`src/rtl/trap_seq.sv`:
```
`default_nettype none
// trap_seq - machine-mode trap/mret sequencer driving the single-port CSR interface. Rev 1.0
// Optional TRAP_SEQ_MIP_EN: interrupt traps also clear their pending bit in mip before redirecting.
module trap_seq #(
  parameter logic [31:0] TRAP_VECTOR = 32'h0000_0010
) (
  input  logic        clk,
  input  logic        rst_n,
  input  logic        trap_req,
  input  logic [31:0] trap_pc,
  input  logic [31:0] trap_cause,
  input  logic [31:0] trap_tval,
  input  logic        mret_req,
  output logic [11:0] csr_addr,
  output logic [1:0]  csr_op,
  output logic [31:0] csr_wdata,
  input  logic [31:0] csr_rdata,
  output logic        busy,
  output logic        redirect_valid,
  output logic [31:0] redirect_pc
);

  localparam logic [1:0]  CSR_NOP   = 2'd0;
  localparam logic [1:0]  CSR_WRITE = 2'd1;
  localparam logic [11:0] ADDR_MEPC   = 12'h341;
  localparam logic [11:0] ADDR_MCAUSE = 12'h342;
  localparam logic [11:0] ADDR_MTVAL  = 12'h343;
`ifdef TRAP_SEQ_MIP_EN
  localparam logic [1:0]  CSR_CLEAR = 2'd3;
  localparam logic [11:0] ADDR_MIP  = 12'h344;
`endif

  typedef enum logic [2:0] {
    ST_IDLE     = 3'd0,
    ST_W_EPC    = 3'd1,
    ST_W_CAUSE  = 3'd2,
    ST_W_TVAL   = 3'd3,
    ST_R_EPC    = 3'd4,
    ST_R_WAIT   = 3'd5,
    ST_REDIRECT = 3'd6
`ifdef TRAP_SEQ_MIP_EN
    ,
    ST_W_MIP    = 3'd7
`endif
  } state_t;

  state_t      state;
  logic [31:0] pc_q;
  logic [31:0] cause_q;
  logic [31:0] tval_q;

  assign busy = (state != ST_IDLE);

  always_ff @(posedge clk) begin
    if (!rst_n) begin
      state          <= ST_IDLE;
      redirect_valid <= 1'b0;
      redirect_pc    <= 32'h0;
      pc_q           <= 32'h0;
      cause_q        <= 32'h0;
      tval_q         <= 32'h0;
    end else begin
      redirect_valid <= 1'b0;
      case (state)
        ST_IDLE: begin
          // Trap has priority; a simultaneous mret stays pending at the requester.
          if (trap_req) begin
            pc_q    <= trap_pc;
            cause_q <= trap_cause;
            tval_q  <= trap_tval;
            state   <= ST_W_EPC;
          end else if (mret_req) begin
            state <= ST_R_EPC;
          end
        end
        ST_W_EPC:   state <= ST_W_CAUSE;
        ST_W_CAUSE: state <= ST_W_TVAL;
        ST_W_TVAL: begin
`ifdef TRAP_SEQ_MIP_EN
          if (cause_q[31]) begin
            state <= ST_W_MIP;
          end else begin
            redirect_valid <= 1'b1;
            redirect_pc    <= TRAP_VECTOR;
            state          <= ST_REDIRECT;
          end
`else
          redirect_valid <= 1'b1;
          redirect_pc    <= TRAP_VECTOR;
          state          <= ST_REDIRECT;
`endif
        end
`ifdef TRAP_SEQ_MIP_EN
        ST_W_MIP: begin
          redirect_valid <= 1'b1;
          redirect_pc    <= TRAP_VECTOR;
          state          <= ST_REDIRECT;
        end
`endif
        ST_R_EPC:   state <= ST_R_WAIT;
        ST_R_WAIT: begin
          // Read data is registered by the CSR file, so it is valid only now.
          redirect_valid <= 1'b1;
          redirect_pc    <= csr_rdata & 32'hFFFF_FFFC;
          state          <= ST_REDIRECT;
        end
        ST_REDIRECT: state <= ST_IDLE;
        default:     state <= ST_IDLE;
      endcase
    end
  end

  always_comb begin
    csr_addr  = 12'h0;
    csr_op    = CSR_NOP;
    csr_wdata = 32'h0;
    case (state)
      ST_W_EPC: begin
        csr_addr  = ADDR_MEPC;
        csr_op    = CSR_WRITE;
        csr_wdata = pc_q;
      end
      ST_W_CAUSE: begin
        csr_addr  = ADDR_MCAUSE;
        csr_op    = CSR_WRITE;
        csr_wdata = cause_q;
      end
      ST_W_TVAL: begin
        csr_addr  = ADDR_MTVAL;
        csr_op    = CSR_WRITE;
        csr_wdata = tval_q;
      end
`ifdef TRAP_SEQ_MIP_EN
      ST_W_MIP: begin
        csr_addr  = ADDR_MIP;
        csr_op    = CSR_CLEAR;
        csr_wdata = 32'h1 << cause_q[4:0];
      end
`endif
      ST_R_EPC, ST_R_WAIT: begin
        csr_addr = ADDR_MEPC;
      end
      default: begin
        csr_addr  = 12'h0;
        csr_op    = CSR_NOP;
        csr_wdata = 32'h0;
      end
    endcase
  end

endmodule
`default_nettype wire

```
`config.mk`:
```
export PLATFORM = sky130hd
export DESIGN_NAME = trap_seq
export DESIGN_NICKNAME = d
export VERILOG_FILES = /design/src/rtl/trap_seq.sv
export SDC_FILE = /design/constraint.sdc
export NUM_CORES = 1
export LEC_CHECK = 0
export ABC_AREA = 1
export ABC_CLOCK_PERIOD_IN_PS = 1300
export BUFFER_PORTS_ARGS = -buffer_cell sky130_fd_sc_hd__buf_2
export CORE_MARGIN = 2
export CORE_UTILIZATION = 49
export DETAILED_ROUTE_END_ITERATION = 6
export GPL_ROUTABILITY_DRIVEN = 0
export PLACE_DENSITY = 0.88
export SLEW_MARGIN = 5
export SYNTH_ARGS = -nofsm -noshare
export SYNTH_HDL_FRONTEND = slang
export SYNTH_SLANG_ARGS = --single-unit
```
`constraint.sdc`:
```
create_clock -name clk -period 1.3 [get_ports clk]
set_input_delay 0.065 -clock clk [delete_from_list [all_inputs] [get_ports clk]]
set_output_delay 0.065 -clock clk [all_outputs]
set_load 0.1 [all_outputs]
```
==> results of run 1 <==
[per-stage QoR]
step                      util, %  instance area [um2]
after detailed placement    66.17                 7523
after global placement      66.17                 7523
after floorplan                 -                 5781
[cell families after synthesis]
logic type      after synthesis  synth area share, %
flops                       130                45.86
compound gates              130                12.92
other cells                   1              0.06607
buf+inv                     119                10.14
simple gates                403                31.02
==> flow_summary.yaml, run 1 <==
clock_tree:
  cts_buffers: 17
  cts_hold_buffers: 126
  cts_buffer_depth: 2
  cts_max_level: 4
  cts_resized: 245
  clockRootBuffer: "clkbuf_16"
  cts_sinks: 130
  cts_setup_buffers: 37
place:
  place_ws_ps: -129.4
  dp_cells: 1091
  port_buffers: 199
  dp.final_hpwl_um: 11250
yosys:
  synth_edf_count: 0
  syn_avg_cell_area_um2: 7.248
  synth_commonest_cells: "nand2_1, dfxtp_1, a21oi_1"
  yosysWarnings: 0
  synth.top_cell.area_share_pct: 45.86
  syn_inst: 783
  async_flop_share_pct: 0
  ys.flop_type: "dfxtp_1"
  syn_area_um2: 5675
  synth_cell_types: 22
  ys_seq_area_share_pct: 45.86
  yosysMostFrequentCell: "nand2_1"
  ys_ff_latch: 130
  synthTopCellsByArea: "dfxtp_1, nand2_1, a21oi_1, nand4_1, nor2_1"
  synth_top_cell_by_area: "dfxtp_1"
status:
  haltStage: "clock tree synthesis"
  status: "aborted with a tool error"
  error: "[ERROR DPL-0033] detailed placement checks failed during check placement."
floorplan:
  ios: 212
  die_h_um: 111.6
  initial_core_util_pct: 49.92
  rows: 39
  die-width_um: 111.6
==> run 2: changes to the inputs <==
Settings changed: CORE_UTILIZATION 49 to 40, PLACE_DENSITY 0.88 to default, PLACE_DENSITY_LB_ADDON from default to 0.15.
==> run 2 against run 1 <==
  * The flow now finishes, with violations (setup timing)
  * Synthesized cell count did not move
  * Synthesized area unchanged
==> flow_summary.yaml, run 2 <==
status:
  status: "finished with violations"
  violations: "setup timing"
place:
  dp.final_hpwl_um: 11490
  port_buffers: 199
  dp_cells: 1130
  dpl_cell_area_um2: 7585
hold_path:
  min_to: "state[1]"
  hp-class: "in2reg"
  worstHoldStart: "mret_req"
  whs_path_depth: 5
critical_path:
  r2r_setup_slack_ps: -450
  cp_slowest_cell: "dfxtp_4"
  worstPathMaxFanout: 12
  max_stage_delay_ps: 350
  crit_arrival_ps: 1790
  start_kind: "register"
  worstSetupPathType: "reg2out"
  crit_required_ps: 1240
  worstPathCellList: "buf_4 > nor2_4 > buf_6 > nand2_1 > o211ai_1 > buf_12"
  crit_buf_inv: 3
  end_kind: "output port"
  r2r_cells: 10
  r2r_end: "cause_q[29]"
  crit_family: "buffers and inverters"
  reg2reg_from: "state[0]"
job:
  cap_violations: 0
layout:
  stdcell_count: 1338
  multi_input_area_um2: 3625
  antenna_cells_inserted: 0
  fin_util_pct: 83.56
  mostFrequentLayoutCells: "buf_2, dfxtp_1, dlygate4sd3_1"
  reg_top3: "cause_q: 32 flops, pc_q: 32 flops, tval_q: 32 flops"
  fin_nets: 1277
  fin_area_um2: 11600
  seqCellArea_um2: 2614
  mostFrequentLayoutCell: "buf_2"
  area_growth_pct: 104.4
  drive_gt1_share_pct: 48.10
  fillers: 778
sta:
  period_share_pct: 142.7
  fmax_mhz: 539.1
  finClkSkew_ps: 7.735
  setup_viol: 165
  hold_violations: 0
  report.final.slew_viol_count: 0
  fin_setup_tns_ps: -49630
  setup_ws_ps: -555.1
  fin_crit_ps: 1855
  hold_ws_ps: 42.01
  grt_setup_unrepaired: "yes"
route:
  wl_um: 24840
  drc: 0
  vias: 7222
  first_pass_iters: 5
  drt-initial-drc-count: 449
  wire_per_inst_um: 18.57
  viasPerCell: 5.398
  drt.antenna.violating_nets: 0
yosys:
  syn_area_um2: 5675
  ys.flop_type: "dfxtp_1"
  synth_commonest_cells: "nand2_1, dfxtp_1, a21oi_1"
  ys_seq_area_share_pct: 45.86
  synth_top_cell_by_area: "dfxtp_1"
  async_flop_share_pct: 0
  synthTopCellsByArea: "dfxtp_1, nand2_1, a21oi_1, nand4_1, nor2_1"
  syn_avg_cell_area_um2: 7.248
  yosysMostFrequentCell: "nand2_1"
  yosysWarnings: 0
  synth_edf_count: 0
  synth_cell_types: 22
  synth.top_cell.area_share_pct: 45.86
  ys_ff_latch: 130
  syn_inst: 783
global_route:
  grt_pass1_vias: 7054
  grt_pass1_wl_um: 35450
  antenna_found_initial: 0
  grt-ovfl-total: 0
  grt_max_degree: 52
  grt_util_all_layers_pct: 30.33
floorplan:
  ios: 212
  initial_core_util_pct: 40.89
  die_h_um: 123.1
  rows: 43
  coreArea_um2: 13880
  die_area_um2: 15160
  die-width_um: 123.1
clock_tree:
  clock_latency_ps: 420
  clk_pin_slew_ps: 60
  cts_sinks: 130
  cts_tree: "done"
  clockRootBuffer: "clkbuf_16"
  cts_buffer_depth: 2
  cts_buffers: 17
  cts_max_level: 4
pwr:
  p_per_area_nw_per_um2: 1591
  switching_share_pct: 37.39
  p_leak_nw: 4.919
  switching_power_mw: 6.901
  p_comb_share_pct: 44.9
  power_frac_seq_pct: 26.1
  pwr-share-clk_pct: 29.0
  irDropWorstVdd_v: 0.0009709
  internal-power_mw: 11.55
run 2: power groups by stage:
| stage | Combinational, mW | Clock [mW] | Sequential [mW] |
|---|---|---|---|
| global route | 8.63 | 5.56 | 4.86 |
| global placement | 5.09 | 0 | 4.75 |
| finish | 8.29 | 5.34 | 4.82 |
| CTS | 7.54 | 5.37 | 4.75 |
| floorplan | 3.19 | 0 | 5.02 |
| detailed placement | 5.10 | 0 | 4.75 |
run 2: repair_timing:
action | CTS | global route
pin swaps | 27 | 52
setup endpoints to repair | 166 | 168
hold endpoints to repair | 126 | 0
hold buffers | 126 | 0
gates resized for setup | 215 | 177
gates cloned | 21 | 7
setup buffers | 26 | 17
run 2: cell type report:
| type | count | area share, % |
|---|---|---|
| clock buffer | 19 | 3.905 |
| clock inverter | 13 | 1.791 |
| inverter | 37 | 1.262 |
| multi-input combinational | 543 | 31.25 |
| sequential | 130 | 22.54 |
| tap | 180 | 1.942 |
| timing repair buffer | 416 | 37.31 |
run 2: cell families (layout without fill, tap and decap cells):
logic type / Yosys count / in the layout / synth area share, %
flip-flops: 130 / 130 / 45.86
AO/OA/AOI/OAI: 130 / 130 / 12.92
other: 1 / 10 / 0.06607
buffers and inverters: 119 / 485 / 10.14
AND/OR/NAND/NOR: 403 / 403 / 31.02
run 2: worst min-delay path: stages:
cell,delay [ps]
buf_2,80
nor2_1,30
nand3_1,70
nand3_1,90
nor2_1,90
run 2: worst max-delay path by stage:
stage / startpoint / to / slack, ps / depth (start not counted)
finish: state[2] / csr_wdata[1] / -560 / 6
global route: state[0] / csr_wdata[3] / -600 / 7
floorplan: state[2] / csr_wdata[12] / -1020 / 5
CTS: state[2] / csr_wdata[1] / -520 / 8
global placement: state[0] / csr_wdata[4] / -120 / 6
detailed placement: state[0] / csr_wdata[29] / -150 / 6
run 2: metal layers:
| metal | part of all wire [%] | track usage (%) | wire length, um |
|---|---|---|---|
| met2 | 51 | 52.31 | 12580 |
| met5 | 0 | 0 | 0 |
| met4 | 4.4 | 13.64 | 1097 |
| met1 | 39 | 36.67 | 9566 |
| met3 | 6.4 | 5.673 | 1599 |
run 2: through the flow:
step / power, mW / worst slack (ps)
floorplan: 8.203 / -1016
global placement: 9.845 / -124.2
detailed placement: 9.849 / -154.4
CTS: 17.66 / -519.7
global route: 19.06 / -597.7
finish: 18.45 / -555.1
Note: power is estimated with default switching activity, not from simulation.
==> run 3: changes to the inputs <==
Settings changed: CTS_BUF_LIST from default to sky130_fd_sc_hd__clkbuf_2 sky130_fd_sc_hd__clkbuf_4 sky130_fd_sc_hd__clkbuf_8.
==> run 3 against run 2 <==
  * The run still ends with setup timing left
  * Routed wire length is 0.87% lower
  * Critical path depth is 2 higher
  * Combinational power hardly changed
  * Fmax is 2.7% lower
  * First-iteration DRC count is 15% higher
  * Total power is 6.9% lower
  * Sequential share of layout area is 0.078 points higher
  * Count of clock-buffer cells in the layout stayed put
  * Sequential cell count stayed put
  * Critical endpoint unchanged
  * Largest cell class unchanged
==> flow_summary.yaml, run 3 (same netlist as run 2, synthesis figures left out) <==
clock_tree:
  cts_max_level: 4
  cts_tree: "done"
  clk_pin_slew_ps: 80
  cts_buffer_depth: 2
  cts_buffers: 17
  cts_sinks: 130
  clock_latency_ps: 450
  clockRootBuffer: "clkbuf_8"
layout:
  fin_nets: 1282
  mostFrequentLayoutCell: "buf_2"
  antenna_cells_inserted: 0
  area_growth_pct: 103.7
  reg_top3: "cause_q: 32 flops, pc_q: 32 flops, tval_q: 32 flops"
  fillers: 802
  drive_gt1_share_pct: 48.32
  mostFrequentLayoutCells: "buf_2, dfxtp_1, dlygate4sd3_1"
  fin_area_um2: 11560
  fin_util_pct: 83.27
sta:
  fin_setup_tns_ps: -67360
  setup_ws_ps: -606.2
  finClkSkew_ps: 9.530
  hold_ws_ps: 69.95
  report.final.slew_viol_count: 0
  grt_setup_unrepaired: "yes"
  fin_crit_ps: 1906
  setup_viol: 169
  hold_violations: 0
  fmax_mhz: 524.6
  period_share_pct: 146.6
floorplan:
  initial_core_util_pct: 40.89
  die_h_um: 123.1
  ios: 212
  rows: 43
  coreArea_um2: 13880
  die-width_um: 123.1
  die_area_um2: 15160
route:
  drt.antenna.violating_nets: 0
  wl_um: 24630
  drt-initial-drc-count: 517
  drc: 0
  first_pass_iters: 5
  viasPerCell: 5.329
  wire_per_inst_um: 18.34
  vias: 7157
status:
  violations: "setup timing"
  status: "finished with violations"
global_route:
  grt_pass1_wl_um: 34130
  grt_pass1_vias: 6836
  grt_max_degree: 52
  antenna_found_initial: 0
  grt-ovfl-total: 0
  grt_util_all_layers_pct: 28.97
hold_path:
  hp-class: "in2reg"
pwr:
  finalPower_mw: 17.18
  p_per_area_nw_per_um2: 1486
  irDropWorstVdd_v: 0.0009611
  p_leak_nw: 4.898
place:
  dpl_cell_area_um2: 7585
  dp.final_hpwl_um: 11490
  port_buffers: 199
critical_path:
  start_kind: "register"
  worstPathCellList: "clkinv_4 > nand2_4 > nor2_4 > buf_12 > clkbuf_16 > nand2_1 > o211ai_1 > buf_12"
  crit_required_ps: 1240
  max_stage_delay_ps: 370
  end_kind: "output port"
  worstPathMaxFanout: 5
  path_common_cell: "buf_12"
  worstSetupPathType: "reg2out"
  cp_slowest_cell: "dfxtp_4"
  crit_arrival_ps: 1840
job:
  cap_violations: 0
[run 3: repair_timing]
item | in CTS | in global routing
gates resized for setup | 218 | 196
cloned | 21 | 7
hold buffers | 127 | 0
setup buffers | 25 | 21
endpoints found under the setup margin | 183 | 178
pin swaps | 27 | 32
endpoints found under the hold margin | 128 | 0
[run 3: path summary, 6_finish.rpt]
path | depth (start not counted) | startpoint | end | slack (ps)
hold / removal | 4 | rst_n | tval_q[6] | 70
hold reg to reg | 2 | cause_q[31] | cause_q[31] | 470
setup reg to reg | 12 | state[0] | tval_q[19] | -500
setup / recovery | 8 | state[2] | csr_wdata[1] | -610
[run 3: through the flow]
| step | setup slack [ps] | instances |
|---|---|---|
| final | -606.2 | 1343 |
| after global routing | -651.8 | 1343 |
| after CTS | -563.4 | 1335 |
| after detailed placement | -154.4 | 1130 |
| after global placement | -124.2 | 1130 |
| after floorplan | -1016 | 792 |
[run 3: area by class of cell]
class / count / area [um2] / share of cell area [%]
Clock buffer: 19 / 261.5 / 2.262
Sequential cell: 130 / 2614 / 22.61
Multi-Input combinational cell: 543 / 3612 / 31.25
Clock inverter: 13 / 207.7 / 1.797
Timing Repair Buffer: 421 / 4492 / 38.86
Tap cell: 180 / 225.2 / 1.948
Inverter: 37 / 146.4 / 1.267
[run 3: metal layers]
metal	GRT usage, %	share of wire (%)
met1	35.91	39
met2	49.62	52
met3	5.720	6.2
met4	11.15	2.9
met5	0	0
[run 3: report_power, final]
part           switching [mW]  total, mW  internal [mW]  leakage (nW)
clock                    1.70       4.08           2.38         0.224
combinational            4.67       8.27           3.60          3.61
sequential              0.365       4.83           4.47          1.07
total                    6.73       17.2           10.5          4.90
[run 3: worst max-delay path: cells and delay by family, from the launching register on]
kind	cells	cell delay, ps
AOI/OAI and AO/OA	1	160
buffers and inverters	4	580
DFF	1	370
and+or+nand+nor	3	290
==> run 4: changes to the inputs <==
Settings changed: PLACE_DENSITY_LB_ADDON 0.15 to 0.08, SLEW_MARGIN 5 to 20.
==> run 4 against run 3 <==
  * The flow still finishes with violations (setup timing)
  * Combinational power grew 2.5%
  * Sequential power is essentially flat
  * Fmax shrank 0.20%
==> flow_summary.yaml, run 4 (same netlist as run 2, synthesis figures left out) <==
layout:
  mostFrequentLayoutCells: "buf_2, dfxtp_1, dlygate4sd3_1"
  reg_top3: "cause_q: 32 flops, pc_q: 32 flops, tval_q: 32 flops"
  mostFrequentLayoutCell: "buf_2"
  fin_nets: 1288
  area_growth_pct: 106.5
  antenna_cells_inserted: 0
  fin_util_pct: 84.42
  drive_gt1_share_pct: 50.17
  fin_area_um2: 11720
route:
  drc: 0
  wl_um: 25580
  drt.antenna.violating_nets: 0
  wire_per_inst_um: 18.98
  vias: 7403
  first_pass_iters: 6
  viasPerCell: 5.492
  drt-initial-drc-count: 775
global_route:
  grt_util_all_layers_pct: 27.78
  antenna_found_initial: 0
  grt_pass1_wl_um: 32890
  grt-ovfl-total: 0
  grt_pass1_vias: 6800
  grt_max_degree: 53
clock_tree:
  cts_sinks: 130
  clk_pin_slew_ps: 70
  cts_tree: "done"
  cts_buffers: 17
  cts_buffer_depth: 2
  clock_latency_ps: 450
  clockRootBuffer: "clkbuf_8"
  cts_max_level: 4
pwr:
  irDropWorstVdd_v: 0.001172
  pwr-share-clk_pct: 20.2
  internal-power_mw: 9.992
  power_frac_seq_pct: 28.9
  p_per_area_nw_per_um2: 1423
  p_comb_share_pct: 50.9
  switching_share_pct: 40.06
  switching_power_mw: 6.678
  p_leak_nw: 4.873
sta:
  fmax_mhz: 523.5
  relSlewSlack_pct: 63.71
  setup_viol: 173
  finClkSkew_ps: 12.63
  grt_setup_unrepaired: "yes"
  worstMarginPinSlew_ps: 544.4
  period_share_pct: 146.9
  fin_crit_ps: 1910
  setup_ws_ps: -610.1
  report.final.slew_viol_count: 0
  hold_violations: 0
job:
  cap_violations: 0
critical_path:
  crit_required_ps: 1240
  start_kind: "register"
  end_kind: "output port"
  crit_arrival_ps: 1850
  r2r_setup_slack_ps: -520
  worstSetupPathType: "reg2out"
  worstPathMaxFanout: 11
floorplan:
  initial_core_util_pct: 40.89
  ios: 212
  rows: 43
  coreArea_um2: 13880
  die-width_um: 123.1
  die_area_um2: 15160
  die_h_um: 123.1
place:
  dpl_cell_area_um2: 7560
  port_buffers: 199
  dp.final_hpwl_um: 12000
hold_path:
  hp-class: "in2reg"
status:
  violations: "setup timing"
  status: "finished with violations"
==> run 4: cell types whose count changed in the layout (fill, tap and decap cells not counted), sizes merged <==
cell,delta
bufinv,-4
inv,+1
clkinv,-1
clkbuf,+16
nand3,+2
buf,-5
clkinvlp,-4
==> run 4: power by group through the flow <==
stage,Sequential [mW],Clock (mW),Combinational [mW]
after floorplan,5.02,0,3.19
after global placement,4.76,0,5.03
after detailed placement,4.77,0,5.07
after CTS,4.69,3.37,7.05
after global routing,4.86,3.55,8.79
final,4.83,3.37,8.48
==> run 4: path summary, 6_finish.rpt <==
check | startpoint | end | depth (start not counted)
setup reg to reg | state[1] | tval_q[24] | 11
hold reg to reg | pc_q[7] | pc_q[7] | 2
setup / recovery | state[0] | csr_wdata[28] | 7
hold / removal | trap_req | pc_q[29] | 3
==> run 4: critical path: stages (launching register included) <==
cell and delay (ps):
dfxtp_4 360, buf_6 130, nor2_4 150, buf_6 130
buf_16 130, nand2_1 80, o211ai_1 180, buf_12 220
==> run 4: repair_timing <==
item | 4_1_cts | 5_1_grt
gates cloned | 21 | 11
pin swaps | 26 | 51
hold endpoints to repair | 127 | 0
gates resized for setup | 80 | 366
setup buffers | 24 | 24
hold buffers | 127 | 0
setup endpoints to repair | 171 | 182
==> run 4: per-stage QoR <==
step / setup slack, ps / power [mW] / std cells / setup TNS (ps) / hold WS, ps
3_5_place_dp: -137.8 / 9.840 / 1125 / -8303 / 296.3
6_report: -610.1 / 16.67 / 1348 / -66440 / 66.68
2_1_floorplan: -1016 / 8.203 / 792 / -33930 / 199.9
5_1_grt: -657.4 / 17.20 / 1348 / -74360 / 79.22
4_1_cts: -544.9 / 15.11 / 1326 / -49590 / 18.04
3_3_place_gp: -117.8 / 9.788 / 1125 / -4856 / 286.9
==> run 4: final cells by class <==
class	instances	area (um2)
inverters	37	153.9
fillers	728	2162
multi-input cells	545	3805
clock inverters	5	50.05
well taps	180	225.2
flip-flops and latches	130	2614
repair buffers	425	4538
clock buffers	26	332.8
==> run 4: metal layers <==
layer | part of all wire, % | track usage [%] | up-vias
met5 | 0 | 0 | -
met4 | 3.9 | 12.07 | 0
met3 | 7.0 | 6.089 | 93
met2 | 51 | 48.31 | 402
met1 | 38 | 32.85 | 3561
li1 | - | - | 3347
